===== src/rtl/multicycle_ctrl_pkg.sv =====
// Shared encodings for the multicycle controller: opcodes, R-type function
// codes, ALU control values, ALU-op classes and FSM states.
package multicycle_ctrl_pkg;

  localparam logic [5:0] OP_RTYPE = 6'b000000;
  localparam logic [5:0] OP_LB    = 6'b100000;
  localparam logic [5:0] OP_SB    = 6'b101000;
  localparam logic [5:0] OP_BEQ   = 6'b000100;
  localparam logic [5:0] OP_J     = 6'b000010;
  localparam logic [5:0] OP_ADDI  = 6'b001000;
  localparam logic [5:0] OP_BNE   = 6'b000101;

  localparam logic [5:0] FN_ADD = 6'b100000;
  localparam logic [5:0] FN_SUB = 6'b100010;
  localparam logic [5:0] FN_AND = 6'b100100;
  localparam logic [5:0] FN_OR  = 6'b100101;
  localparam logic [5:0] FN_SLT = 6'b101010;

  localparam logic [2:0] ALU_ADD = 3'b010;
  localparam logic [2:0] ALU_SUB = 3'b110;
  localparam logic [2:0] ALU_AND = 3'b000;
  localparam logic [2:0] ALU_OR  = 3'b001;
  localparam logic [2:0] ALU_SLT = 3'b111;

  typedef enum logic [1:0] {
    ALUOP_ADD   = 2'b00,
    ALUOP_SUB   = 2'b01,
    ALUOP_FUNCT = 2'b10,
    ALUOP_RSVD  = 2'b11
  } aluop_t;

  typedef enum logic [3:0] {
    S_FETCH   = 4'd0,
    S_DECODE  = 4'd1,
    S_MEMADR  = 4'd2,
    S_LBRD    = 4'd3,
    S_LBWR    = 4'd4,
    S_SBWR    = 4'd5,
    S_RTYPEEX = 4'd6,
    S_RTYPEWR = 4'd7,
    S_BEQEX   = 4'd8,
    S_BNEEX   = 4'd9,
    S_JEX     = 4'd10,
    S_ADDIEX  = 4'd11,
    S_ADDIWR  = 4'd12
  } state_t;

  // Successor of DECODE; S_FETCH means the opcode is not decodable.
  function automatic state_t decode_target(input logic [5:0] op, input logic en_ext);
    state_t nxt;
    nxt = S_FETCH;
    case (op)
      OP_LB, OP_SB: nxt = S_MEMADR;
      OP_RTYPE:     nxt = S_RTYPEEX;
      OP_BEQ:       nxt = S_BEQEX;
      OP_J:         nxt = S_JEX;
      OP_BNE:       nxt = en_ext ? S_BNEEX : S_FETCH;
      OP_ADDI:      nxt = en_ext ? S_ADDIEX : S_FETCH;
      default:      nxt = S_FETCH;
    endcase
    return nxt;
  endfunction

endpackage


===== src/rtl/multicycle_ctrl_alu_decoder.sv =====
// ALU control decoder: maps the controller's ALU-op class and the R-type
// function field onto the ALU operation code.
module alu_decoder
  import multicycle_ctrl_pkg::*;
(
  input  logic [1:0] aluop,
  input  logic [5:0] funct,
  output logic [2:0] alucont,
  output logic       illegal_funct
);

  always_comb begin
    alucont       = ALU_ADD;
    illegal_funct = 1'b0;
    case (aluop_t'(aluop))
      ALUOP_ADD: alucont = ALU_ADD;
      ALUOP_SUB: alucont = ALU_SUB;
      ALUOP_FUNCT: begin
        case (funct)
          FN_ADD:  alucont = ALU_ADD;
          FN_SUB:  alucont = ALU_SUB;
          FN_AND:  alucont = ALU_AND;
          FN_OR:   alucont = ALU_OR;
          FN_SLT:  alucont = ALU_SLT;
          default: begin
            // Unknown function: keep the ALU on a harmless add.
            alucont       = ALU_ADD;
            illegal_funct = 1'b1;
          end
        endcase
      end
      default: alucont = ALU_ADD;
    endcase
  end

endmodule


===== src/rtl/multicycle_ctrl.sv =====
// Multicycle datapath controller with a byte-serial instruction fetch.
// State and fetch beat are exposed on dbg_state / dbg_beat.
module multicycle_ctrl
  import multicycle_ctrl_pkg::*;
#(
  parameter int IR_BYTES = 4,
  parameter bit EN_EXT   = 1'b1
) (
  input  logic                clk,
  input  logic                reset,
  input  logic [5:0]          op,
  input  logic [5:0]          funct,
  input  logic                memready,
  output logic                alusrca,
  output logic [1:0]          alusrcb,
  output logic                branch,
  output logic                branchne,
  output logic                iord,
  output logic                memwrite,
  output logic                memtoreg,
  output logic                pcwrite,
  output logic                regwrite,
  output logic                regdst,
  output logic [IR_BYTES-1:0] irwrite,
  output logic [1:0]          pcsource,
  output logic [2:0]          alucont,
  output logic                illegal,
  output state_t              dbg_state,
  output logic [2:0]          dbg_beat
);

  localparam logic [2:0] K_LAST = 3'(IR_BYTES - 1);

  state_t              r_state;
  logic [2:0]          r_k;
  logic                r_is_sb;
  logic [1:0]          w_aluop;
  logic                w_illegal_funct;
  logic [IR_BYTES-1:0] w_onehot;
  state_t              w_decode_nxt;

  assign w_onehot     = IR_BYTES'(1) << r_k;
  assign w_decode_nxt = decode_target(op, EN_EXT);
  assign dbg_state    = r_state;
  assign dbg_beat     = r_k;

  // LB/SB is latched in DECODE so MEMADR never looks at op again.
  always_ff @(posedge clk or posedge reset) begin
    if (reset) begin
      r_state <= S_FETCH;
      r_k     <= 3'd0;
      r_is_sb <= 1'b0;
    end else begin
      case (r_state)
        S_FETCH: begin
          if (memready) begin
            if (r_k == K_LAST) begin
              r_k     <= 3'd0;
              r_state <= S_DECODE;
            end else begin
              r_k <= r_k + 3'd1;
            end
          end
        end
        S_DECODE: begin
          r_is_sb <= (op == OP_SB);
          r_k     <= 3'd0;
          r_state <= w_decode_nxt;
        end
        S_MEMADR:  r_state <= r_is_sb ? S_SBWR : S_LBRD;
        S_LBRD:    if (memready) r_state <= S_LBWR;
        S_SBWR:    if (memready) r_state <= S_FETCH;
        S_RTYPEEX: r_state <= S_RTYPEWR;
        S_ADDIEX:  r_state <= S_ADDIWR;
        S_LBWR, S_RTYPEWR, S_BEQEX, S_BNEEX, S_JEX, S_ADDIWR: r_state <= S_FETCH;
        default:   r_state <= S_FETCH;
      endcase
    end
  end

  always_comb begin
    alusrca  = 1'b0;
    alusrcb  = 2'b00;
    branch   = 1'b0;
    branchne = 1'b0;
    iord     = 1'b0;
    memwrite = 1'b0;
    memtoreg = 1'b0;
    pcwrite  = 1'b0;
    regwrite = 1'b0;
    regdst   = 1'b0;
    irwrite  = '0;
    pcsource = 2'b00;
    illegal  = 1'b0;
    w_aluop  = ALUOP_ADD;
    case (r_state)
      S_FETCH: begin
        alusrcb = 2'b01;
        pcwrite = memready;
        irwrite = memready ? w_onehot : '0;
      end
      S_DECODE: begin
        alusrcb = 2'b11;
        illegal = (w_decode_nxt == S_FETCH);
      end
      S_MEMADR: begin
        alusrca = 1'b1;
        alusrcb = 2'b10;
      end
      S_LBRD: iord = 1'b1;
      S_SBWR: begin
        iord     = 1'b1;
        memwrite = 1'b1;
      end
      S_LBWR: begin
        regwrite = 1'b1;
        memtoreg = 1'b1;
      end
      S_RTYPEEX: begin
        alusrca = 1'b1;
        w_aluop = ALUOP_FUNCT;
        illegal = w_illegal_funct;
      end
      S_RTYPEWR: begin
        regwrite = 1'b1;
        regdst   = 1'b1;
      end
      S_BEQEX: begin
        alusrca  = 1'b1;
        w_aluop  = ALUOP_SUB;
        pcsource = 2'b01;
        branch   = 1'b1;
      end
      S_BNEEX: begin
        alusrca  = 1'b1;
        w_aluop  = ALUOP_SUB;
        pcsource = 2'b01;
        branchne = 1'b1;
      end
      S_JEX: begin
        pcwrite  = 1'b1;
        pcsource = 2'b10;
      end
      S_ADDIEX: begin
        alusrca = 1'b1;
        alusrcb = 2'b10;
      end
      S_ADDIWR: regwrite = 1'b1;
      default: ;
    endcase
  end

  alu_decoder u_alu_decoder (
    .aluop         (w_aluop),
    .funct         (funct),
    .alucont       (alucont),
    .illegal_funct (w_illegal_funct)
  );

endmodule


===== config.mk =====
export PLATFORM = sky130hd
export DESIGN_NAME = multicycle_ctrl
export DESIGN_NICKNAME = d
export VERILOG_FILES = /design/src/rtl/multicycle_ctrl_pkg.sv /design/src/rtl/multicycle_ctrl_alu_decoder.sv /design/src/rtl/multicycle_ctrl.sv
export SDC_FILE = /design/constraint.sdc
export NUM_CORES = 1
export LEC_CHECK = 0
export CAP_MARGIN = 20
export CORE_MARGIN = 2
export CORE_UTILIZATION = 36
export CTS_CLUSTER_DIAMETER = 30
export DETAILED_ROUTE_END_ITERATION = 6
export HOLD_SLACK_MARGIN = 0.08
export PLACE_DENSITY_LB_ADDON = 0.08
export SLEW_MARGIN = 20
export SYNTH_ARGS = -nofsm -noshare
export SYNTH_HDL_FRONTEND = slang
export SYNTH_HIERARCHICAL = 1
export SYNTH_SLANG_ARGS = --single-unit
export TNS_END_PERCENT = 100

===== constraint.sdc =====
create_clock -name clk -period 1.8 [get_ports clk]
set_clock_uncertainty 0.1 [all_clocks]
set_input_delay 0.18 -clock clk [delete_from_list [all_inputs] [get_ports clk]]
set_output_delay 0.18 -clock clk [all_outputs]
set_load 0.01 [all_outputs]

==> results of run 1 <==
## kinds of logic (layout without fill, tap and decap cells)
logic type                 after synthesis  count (layout)  share of synthesized area, %
DFF                                      8               8                          21.2
muxes                                    3               3                          3.18
and+or+nand+nor                         59              59                          34.6
AOI/OAI and AO/OA                       32              32                          24.3
xor gates and xnor gates                 2               2                          1.86
buffers and inverters                   17              97                          6.90
adders and majority gates                6               6                          7.96
## critical path: stages, from the launching register on
cell and delay, ns:
dfrtp_1 0.41, buf_6 0.14, inv_4 0.05, nand2_4 0.05, nor2_4 0.09, inv_2 0.05
ha_4 0.29, nor2b_1 0.05, a32o_2 0.24, buf_6 0.12
## layout by cell type (no fill, tap or decap), types with 3 or more instances in the layout
cell type / Yosys / final
nor2_4: 0 / 5
nand2b_1: 6 / 3
nor2_1: 20 / 14
dfrtp_1: 8 / 8
clkdlybuf4s15_1: 0 / 3
mux2i_1: 3 / 3
nor3_1: 6 / 4
buf_4: 0 / 35
buf_6: 0 / 8
clkdlybuf4s50_1: 0 / 18
nand3_1: 5 / 3
o21ai_0: 4 / 3
buf_2: 1 / 8
inv_1: 10 / 8
o21a_1: 3 / 3
clkbuf_4: 0 / 3
nand2b_4: 0 / 3
dlygate4sd2_1: 0 / 5
clkbuf_2: 0 / 6
and2_1: 4 / 4
ha_1: 6 / 4
a21oi_1: 8 / 7
nand2_1: 5 / 4
nor2b_1: 3 / 3
## cell type report
type                    count  area (sq um)  area share [%]
flip-flops and latches      8           200            10.9
multi-input cells         102           850            46.4
clock buffers               3          22.5            1.23
well taps                  30          37.5            2.05
repair buffers             83           677            37.0
inverters                  11          43.8            2.39
## metal layers
layer  GRT usage (%)  vias up
li1                -      614
met1            27.7      572
met2            43.1       59
met3            3.76        8
met4            10.2        0
met5               0        -
## power by group through the flow
stage | Clock [mW] | Combinational, mW | Sequential [mW]
4_1_cts | 0.151 | 0.985 | 0.252
5_1_grt | 0.167 | 1.21 | 0.262
3_3_place_gp | 0 | 0.935 | 0.249
3_5_place_dp | 0 | 0.967 | 0.253
2_1_floorplan | 0 | 0.460 | 0.271
6_report | 0.146 | 1.11 | 0.257
## what timing repair did
item	CTS	global route
gates cloned	0	0
hold buffers	0	0
gates resized for setup	72	36
buffers inserted	5	5
setup endpoints to repair	21	20
pin swaps	11	3
## worst min-delay path by stage
stage,to,startpoint,slack (ns),cells past startpoint
after floorplan,dbg_beat[0],reset,-0.10,1
after global placement,dbg_beat[2],reset,0.35,2
after detailed placement,dbg_beat[2],reset,0.36,2
after CTS,dbg_state[1],reset,0.09,2
after global routing,dbg_state[1],reset,0.12,2
final,dbg_state[1],reset,0.09,2
## sequential cells by signal, summed over array words and instances, names as in the netlist
name,flops
dbg_state,4
dbg_beat,3
r_is_sb,1
## cell usage after synthesis, types with 2 or more instances
master / count
clkbuf_1: 5
nand2b_1: 6
nor2b_1: 3
nand3_1: 5
o21ai_1: 2
o21a_1: 3
nand2_1: 5
nor3_1: 6
o22ai_1: 2
and4bb_1: 2
ha_1: 6
o21ai_0: 4
dfrtp_1: 8
nor2_1: 20
and2_1: 4
a31oi_1: 2
xnor2_1: 2
o31ai_1: 2
mux2i_1: 3
a21oi_1: 8
inv_1: 10
## through the flow
stage               instance area [sq um]  hold WS [ns]
detailed placement                   1640         0.357
finish                               1830        0.0898
global placement                     1640         0.348
CTS                                  1750        0.0853
floorplan                             992        -0.104
global route                         1830         0.124
==> results.md, run 1 <==
Placement:
- The post-placement setup slack is -0.666 ns.
- The placed instance count is 224.
- Summed over all nets, the half-perimeter wirelength after detailed placement is about 2400 microns.
- The routability congestion estimate is between 0.9 and 1.
- Buffers placed on the I/O ports in this run total between 40 and 50.

Clock tree:
- In this run the number of H-tree levels came out at 1.
- After clock tree synthesis, the clock-pin slew on the worst setup and hold paths is roughly 0.06 ns.
- The later-pin clock latency in the skew report is between 0.2 and 0.3 ns.
- The clock passes through at most 2 buffers.
- Clock tree synthesis found a total of 8 sinks.
- The tree is rooted in a clkbuf_4.
- The number of buffers added by the clock tree synthesis step is 3.
- TritonCTS built the clock tree.

Routing:
- After detailed routing, the met3 layer carries roughly 260 microns of wire.
- Summed over all layers, the routed wires come to 3410 microns.
- Before antenna repair, the detailed router went through 4 iterations.
- The routed wirelength normalized by instance count is about 14 microns.
- The first routing iteration left 31 violations.
- The detail route stage leaves a number of antenna-violating nets equal to 0.
- Dividing the detail-routed via count by the number of cells gives between 5 and 6.
- The routed wire length on met2 is roughly 1800 microns.
- The detailed router put a total of 1270 microns of wire on met1.
- Across all layers, the routed design uses 1,253 vias.
- Routed signal wires occupy layers up through met4.
- After detailed routing, the number of remaining DRC violations is 0.

Critical path:
- The depth of the worst register-to-register path is 8.
- The worst setup path is launched from a register.
- The worst setup path category is register to output port.
- The data required time at the worst endpoint is ~1.5 ns.
- The terminus of the critical flop-to-flop path is dbg_beat[0].
- The startpoint identified for the worst register-to-register timing path is dbg_state[1].
- Data arrives at the worst endpoint at around 1.7 ns.
- The maximum fanout along the worst path is 4.
- The first element of the critical path is dbg_state[2].
- STA classifies the critical path endpoint as an output port.
- The most critical setup path has its endpoint at alucont[2].
- In this run the register-to-register setup slack is -0.03 ns.

Global route:
- The first-pass GRT wire length is around 5200 microns.
- The pin count of the biggest net entering global routing is 16.
- The number of global-route vias before repair is around 1,200.
- The global router's overall resource usage is roughly a quarter.
- The final global-route overflow total is 0.
- The initial antenna violation count was 0.

Synthesis:
- In this run, distinct cell masters in the synthesized netlist total 40.
- The most instantiated flip-flop cell in the synthesis netlist is dfrtp_1.
- The leading area contributor after synthesis is dfrtp_1.
- Counting flops with a built-in enable in the synthesized netlist gives 0.
- The synthesis warning total is 6.
- Synthesis produced a netlist whose cell count is ~130.
- The mean instance size in the synthesized netlist is between 7 and 8 sq um.
- The cell area that synthesis handed to floorplanning was between 900 and 1000 sq um.
- The synthesized flop and latch total is 8.
- The part of the Yosys area used for sequential elements is between 20% and 30%.
- Summed over its instances, the top area cell type makes up 21.2% of the synthesized netlist area.
- The fraction of synthesis flops using an asynchronous set or reset pin is 100%.
- After synthesis, the cell types taking the most area are dfrtp_1, ha_1, nor2_1.
- The number of nets in the synthesized netlist is about 150.

Power and ir drop:
- The design draws 1.52 mW.
- Net switching is between 40% and 50% of the power.
- The fraction of power consumed by the clock network is approximately a tenth.
- Internal power comes to between 800 and 900 uW.
- VDD sags by at most slightly below 0.7 mV.
- The fraction of power consumed by combinational cells is approximately 74%.
- In this run the power density over the cells is around 830 nW/um^2.
- The static leakage power is about 0.85 nW.
- Of the total power, registers draw between 10% and 20%.
- Summed over all nets, the switching power comes to about 660 uW.

Layout:
- 0 antenna diodes ended up in the layout.
- The final cell count without fillers is roughly 240.
- From synthesis to final layout, the design area changed by 94.0%.
- The layout has 210 filler cells.
- Measured on the finished design, the core utilization comes to approximately three quarters.
- Cells with a size suffix above 1 make up a little over two fifths of the layout.
- The number of nets in the finished design is 230.

Timing:
- Setup repair after global routing could not meet its margin everywhere.
- Setup violations remaining at the end of the flow were counted as 10.
- The highest clock rate is 0.496 GHz.
- Of the available clock period, the critical path in the final layout requires 112%.
- The worst pin sits at a relative slew slack of between 70% and 80%.
- After layout, the worst setup slack is -0.216 ns.
- The total negative setup slack is -0.814 ns.
- For the pin with the worst max-slew slack, the measured transition is 0.348 ns.
- The count of endpoints failing hold in the final timing report is 0.
- The count of pins over their slew limit is 0.
- The final critical-path required period is 2.02 ns.

Hold path:
- The type of the worst min-delay path is primary input to async pin.

Floorplanning:
- Once the floorplan was initialized, standard cells occupied around two fifths of the core.
- The vertical die dimension is 55.2 microns.
- The floorplan step defined a core boundary enclosing 2480 sq um.
- The die area is 3050 sq um.
- 43 I/O pins were placed.
- The floorplan has 18 rows.
- The floorplan step set the die width to ~55 microns.

Outcome:
- The checks that failed: negative setup slack.
- The run finished, with violations left.

Job:
- Max-cap violations in this run came to 0.
No activity file was read; power rests on OpenSTA's default activity.
==> run 2, diff against run 1 <==
--- a/config.mk
+++ b/config.mk
@@ -6,7 +6,7 @@
 export NUM_CORES = 1
 export LEC_CHECK = 0
 export CAP_MARGIN = 20
-export CORE_MARGIN = 2
+export CORE_MARGIN = 1
 export CORE_UTILIZATION = 36
 export CTS_CLUSTER_DIAMETER = 30
 export DETAILED_ROUTE_END_ITERATION = 6
==> run 2 against run 1 <==
The run still ends with negative setup slack left. Fmax is 0.97% higher. Core utilization increased by 1.7 points. Final cell count up 3.0%. Critical path depth fell by 1. Critical endpoint is now alucont[1]. Largest power group unchanged.
==> results.md, run 2 (synthesized netlist as in run 1, its figures left out) <==
Outcome:
- The flow ran to the end, but the final reports show violations.
- The final reports fail on negative setup slack.

Placement:
- Input and output buffers added on the ports amount to between 40 and 50.
- The routability congestion estimate is about 0.97.
- The post-placement setup slack is -0.668 ns.
- Detailed placement ended at an HPWL of 2420 microns.

Critical path:
- STA puts the critical path data arrival time at between 1.5 and 2 ns.
- The data required time at the worst endpoint is ~1.5 ns.
- STA classifies the critical path endpoint as an output port.
- Walking the worst path, the cells encountered are buf_6 > nand2b_4 > nor2_4 > ha_4 > buf_6 > nor3_4 > a41oi_2 > buf_2.
- Along the worst path, the maximum fanout reaches 4.
- STA classifies the critical path startpoint as a register.
- The most used cell along the critical path is buf_6.
- Among all stages on the critical path, the largest delay is contributed by dfrtp_1.
- On the worst path, the slowest cell contributes a delay of about 0.42 ns.
- In this run the register-to-register setup slack is around 0.090 ns.
- The worst setup path category is register to output port.

Layout:
- The post-route netlist has 45.8% of its cells at a drive strength greater than 1.
- The area added between synthesis and finish is 98.4%.
- The top cell types in the final layout, fill and taps aside, are buf_4, clkdlybuf4s50_1, nor2_1.
- The number of flip-flops under the largest register name is 4.
- The number of nets in the finished design is approximately 240.
- Leaving out fill and tap cells, the most frequent cell in the layout is buf_4.
- 0 antenna diodes ended up in the layout.

Floorplanning:
- In this run the core area contains 18 standard-cell rows.
- The vertical die dimension is around 53 microns.
- between 40 and 50 I/O pins were placed.
- After floorplanning, the core was sized to cover 2480 sq um.
- The floorplan step defined a die boundary enclosing 2830 sq um.
- The effective utilization at floorplan is a little under two fifths.
- The die width is roughly 53 microns.

Timing:
- The count of pins over their slew limit is 0.
- In this run the tightest slew margin relative to its limit is around 77%.
- The final critical-path required period is roughly 2.0 ns.
- In the post-route analysis, the smallest setup slack over all paths is -0.197 ns.
- Setup violations remaining at the end of the flow were counted as 7.
- The count of endpoints failing hold in the final timing report is 0.
- At the pin with the least slew margin, the transition time is about 0.34 ns.
- Of the available clock period, the critical path in the final layout requires 111%.
- Setup repair after global routing could not meet its margin everywhere.
- Based on the critical path, the design can be clocked at up to 0.501 GHz.

Clock tree:
- In this run the number of H-tree levels came out at 1.
- The maximum root-to-sink buffer count is 2.
- The clock transition at the registers of the reported paths is 0.06 ns.
- The clock net sink count is 8.
- The CTS tree is done.
- The later-pin clock latency in the skew report is around 0.27 ns.
- The number of buffers added by the clock tree synthesis step is 3.
- In this run the clock root is driven by a clkbuf_4.
- In this run, post-CTS hold repair placed 0 buffers.

Global route:
- Across every metal layer, demand over resource in global routing totals 26.2%.
- The routing usage on met2 is ~50%.
- The met3 global-route usage is under 10%.
- The first global-routing pass estimated ~5300 microns of wire.
- Global routing used roughly 30% of the available met1 tracks.
- The number of global-route vias before repair is 1,245.
- Entering global routing, the biggest net connects 16 pins.
- The initial antenna violation count is 0.
- The final global-route overflow total is 0.
- The global routing stage identified its most utilized layer as met2.

Power and ir drop:
- The maximum resistive drop on vdd is between 0.6 and 0.7 mV.
- Summed over all cells, the static leakage comes to roughly 0.88 nW.
- For this design the ratio of total power to cell area is 840 nW/um^2.
- Summing internal, switching and leakage power gives 1.57 mW.

Routing:
- The routed via count is between 1,000 and 1,500.
- Dividing the detail-routed via count by the number of cells gives ~5.3.
- The violation count after the first detailed-routing iteration is 15.
- The routed design has 3460 microns of wire.
- After detailed routing, the number of remaining DRC violations is 0.
- The routed wirelength normalized by instance count is approximately 14 microns.
- Once detail routing completed, the nets flagged for antenna violations numbered 0.
- The first TritonRoute pass finished after 4 iterations.

Job:
- The count of max-cap constraint violations is 0.

Hold path:
- The worst hold path belongs to the class primary input to async pin.
## run 2: per-layer routing
layer | vias to the layer above | routed length (microns)
li1 | 625 | -
met1 | 602 | 1390
met2 | 51 | 1840
met3 | 8 | 160
met4 | 0 | 71
met5 | - | 0
## run 2: worst paths after layout
check / from / end / cells after the start
max: dbg_state[2] / alucont[1] / 8
min reg2reg: dbg_beat[2] / dbg_beat[2] / 2
max in group asynchronous: reset / dbg_beat[0] / 2
min in group clk: op[3] / r_is_sb / 4
min: reset / dbg_beat[2] / 2
max reg2reg: dbg_state[1] / dbg_state[2] / 6
## run 2: repair_timing
| action | 4_1_cts | 5_1_grt |
|---|---|---|
| gates resized for setup | 77 | 34 |
| buffers inserted | 10 | 6 |
| setup endpoints to repair | 21 | 19 |
| pin swaps | 13 | 5 |
## run 2: cell type report
cell class | instances | area [sq um]
Tap cell | 30 | 37.5
Sequential cell | 8 | 200
Fill cell | 195 | 606
Clock buffer | 3 | 22.5
Timing Repair Buffer | 90 | 738
Multi-Input combinational cell | 102 | 832
Inverter | 11 | 41.3
## run 2: metrics by stage
stage	cells	TNS, ns	area, sq um	hold WS, ns	utilization, %
6_report	244	-0.936	1870	0.0685	75.6
3_3_place_gp	225	-2.24	1650	0.349	66.7
3_5_place_dp	225	-2.76	1650	0.362	66.7
4_1_cts	238	-0.666	1810	0.0832	72.9
5_1_grt	244	-1.54	1870	0.114	75.6
2_1_floorplan	127	-0.00639	992	-0.104	-
## run 2: critical path, delay by kind of cell, from the launching register on
kind	cells	cell delay [ns]
flops	1	0.42
buf+inv	3	0.41
simple gates	3	0.35
fa+ha+maj	1	0.23
compound gates	1	0.05
## run 2: where the power goes
group	total, mW	internal [mW]	switching, mW
Sequential	0.255	0.216	0.0388
Clock	0.147	0.0769	0.0702
Combinational	1.17	0.619	0.552
==> run 3, diff against run 2 <==
--- a/config.mk
+++ b/config.mk
@@ -10,8 +10,9 @@
 export CORE_UTILIZATION = 36
 export CTS_CLUSTER_DIAMETER = 30
 export DETAILED_ROUTE_END_ITERATION = 6
-export HOLD_SLACK_MARGIN = 0.08
+export HOLD_SLACK_MARGIN = 0.1
 export PLACE_DENSITY_LB_ADDON = 0.08
+export SKIP_CTS_REPAIR_TIMING = 1
 export SLEW_MARGIN = 20
 export SYNTH_ARGS = -nofsm -noshare
 export SYNTH_HDL_FRONTEND = slang
==> run 3 against run 2 <==
Final cell count down 2.5%. The flow still finishes with violations (negative setup slack). Design area up 1.1%. Worst hold slack about the same. Via count up 0.31%. Critical endpoint is now alucont[2]. Register-to-register slack better by 0.02 ns. Clock power about the same. Setup slack better by 0.018 ns. Combinational power down 7%. Fmax up 0.93%.
==> results.md, run 3 (synthesized netlist as in run 1, its figures left out) <==
Outcome:
- The run finished, with violations left.
- The final reports fail on negative setup slack.

Layout:
- Leaving out fill and tap cells, the most frequent cell in the layout is buf_4.
- The final layout contains between 200 and 250 nets.
- Cells with a size suffix above 1 make up about two fifths of the layout.
- The total non-filler cell area in the finished layout is 1890 sq um.
- The area added between synthesis and finish is 101%.
- Leaving out fill and tap cells, the most frequent cells in the layout are buf_4, clkdlybuf4s50_1, dlymetal6s2s_1.
- The register with the most flip-flops in the layout has 4 of them.
- The total inserted antenna cells is 0.

Timing:
- The final critical path takes up 110% of the cycle.
- The final hold slack is 0.0687 ns.
- The highest clock rate is a little over 0.5 GHz.
- The count of pins over their slew limit is 0.
- The routed design could run at a clock period as short as 1.98 ns.
- The worst-case setup margin in the final layout is -0.178 ns.
- The setup-violating endpoint count in the final report is 5.
- The pin slew with the least headroom to its limit is around 0.34 ns.
- The total negative setup slack is -0.492 ns.
- Setup repair after global routing could not meet its margin everywhere.
- The count of endpoints failing hold in the final timing report is 0.
- The worst slew slack as a fraction of its limit is between 70 and 80%.

Critical path:
- For the worst setup path, the data required time is ~1.5 ns.
- The critical path arrival is 1.70 ns.
- The worst register-to-register path begins at dbg_state[1].
- Traced cell by cell, the critical path runs through buf_4 > nand2_4 > nor2_4 > buf_4 > buf_4 > ha_4 > a32o_2 > buf_6.
- The category of the worst setup path capture point is an output port.
- In this design, the stage delay of the slowest critical-path cell is ~0.43 ns.
- The slowest cell on the critical path is dfrtp_2.
- STA classifies the critical path startpoint as a register.
- The worst setup path category is register to output port.
- For the worst flop-to-flop path, the logic depth is 7.
- The endpoint identified for the worst register-to-register timing path is dbg_state[2].
- In this design, the critical path's most frequently occurring cell is buf_4.
- The internal reg-to-reg setup slack is about 0.11 ns.
- The maximum fanout along the worst path is 4.

Routing:
- After detailed routing, the number of vias per cell comes to roughly 5.4.
- The total iterations of the first detailed-routing run is 4.
- In the final routing, the length of wire on met1 measures ~1300 microns.
- Summing over every cut layer, the via total after detailed routing is 1,290.
- The detailed router finished its first iteration with 22 violations.
- Wire segments on met2 add up to about 1700 microns in the final route.
- The routed wirelength normalized by instance count is roughly 14 microns.
- The topmost layer with routed signal wires is met4.
- Summed over all nets, wire length on met3 after detailed routing comes to about 210 microns.
- The count of nets left with antenna violations once routing finished came out at 0.
- The overall routed net length is 3300 microns.
- The number of design rule violations left after detail routing is 0.

Global route:
- The final global-route overflow total is 0.
- The initial antenna violation count is 0.
- The number of global-route vias before repair was roughly 1,100.
- The first-pass GRT wire length is roughly 4700 microns.
- Entering global routing, the biggest net connects 16 pins.
- Global routing consumed, over all layers together, between 20% and 30% of the routing resources.

Floorplanning:
- During I/O placement, the number of pins put on the boundary was 43.
- In this run the core area contains 18 standard-cell rows.
- The die is around 53 microns tall.
- For this configuration, the core starts out at a cell density of 38.1%.
- The region available for standard cell placement spans 2480 sq um.
- From left edge to right edge, the die measures between 50 and 60 microns.
- The die area is around 2800 sq um.

Power and ir drop:
- The completed layout was analyzed and its total power is between 1 and 1.5 mW.
- The power per standard cell area is approximately 790 nW/um^2.
- The worst-case IR drop observed on VDD is 0.609 mV.
- The static leakage power is 1.06 nW.

Clock tree:
- The H-tree level count is 1.
- Counting the buffers created by CTS gives 3.
- Clock latency on the worst-skew pair, taken at its later pin, is about 0.27 ns.
- The CTS tree is done.
- Clock-pin slew was measured on the worst setup and hold paths at ~0.060 ns.
- The tree is rooted in a clkbuf_4.
- Clock tree synthesis found a total of 8 sinks.
- The clock passes through at most 2 buffers.

Placement:
- Summed over all nets, the half-perimeter wirelength after detailed placement is around 2400 microns.
- The area after detailed placement is approximately 1700 sq um.
- The post-placement setup slack is -0.668 ns.
- The routability congestion estimate is just under 1.
- During placement, the flow inserted port buffers numbering between 40 and 50.

Hold path:
- The type of the worst min-delay path is primary input to async pin.

Job:
- The count of max-cap constraint violations is 0.
[run 3: cell count changes in the layout (fill, tap and decap cells not counted), moves of 2 or more]
cell / before / now
xnor2_2: 2 / 0
dfrtp_1: 8 / 6
inv_2: 2 / 4
buf_6: 10 / 6
dlygate4sd2_1: 4 / 0
buf_2: 9 / 6
nor2_2: 2 / 0
dfrtp_2: 0 / 2
xnor2_1: 0 / 2
dlymetal6s2s_1: 0 / 15
clkdlybuf4s15_1: 2 / 0
inv_1: 9 / 7
clkbuf_2: 8 / 1
[run 3: where the power goes]
group | switching, mW | internal (mW)
Clock | 0.0706 | 0.0770
Combinational | 0.524 | 0.566
Sequential | 0.0397 | 0.216
Total | 0.634 | 0.860
[run 3: per-layer routing]
layer	vias to the layer above	global-route usage (%)
met5	-	0
met3	12	3.74
met1	601	27.1
li1	608	-
met2	69	43.0
met4	0	6.58
[run 3: cell type report]
type	instances	area (sq um)
clock buffers	3	22.5
flip-flops and latches	8	203
fillers	186	586
well taps	30	37.5
repair buffers	84	763
multi-input cells	102	825
inverters	11	41.3
[run 3: worst max-delay path by stage]
stage / start / endpoint / slack, ns
floorplan: dbg_state[3] / alucont[1] / -0.006
detailed placement: op[3] / illegal / -0.67
CTS: op[3] / illegal / -0.69
global placement: op[3] / illegal / -0.60
finish: dbg_state[3] / alucont[2] / -0.18
global route: dbg_state[2] / alucont[2] / -0.24
[run 3: per-stage QoR]
step,cells,utilization (%)
finish,238,76.4
global route,238,76.4
CTS,228,67.6
detailed placement,225,66.7
global placement,225,66.7
floorplan,127,-
[run 3: worst max-delay path, delay by kind of cell (launching register included)]
kind | cells | cell delay [ns]
fa+ha+maj | 1 | 0.17
flops | 1 | 0.43
simple gates | 2 | 0.10
compound gates | 1 | 0.24
buf+inv | 4 | 0.52
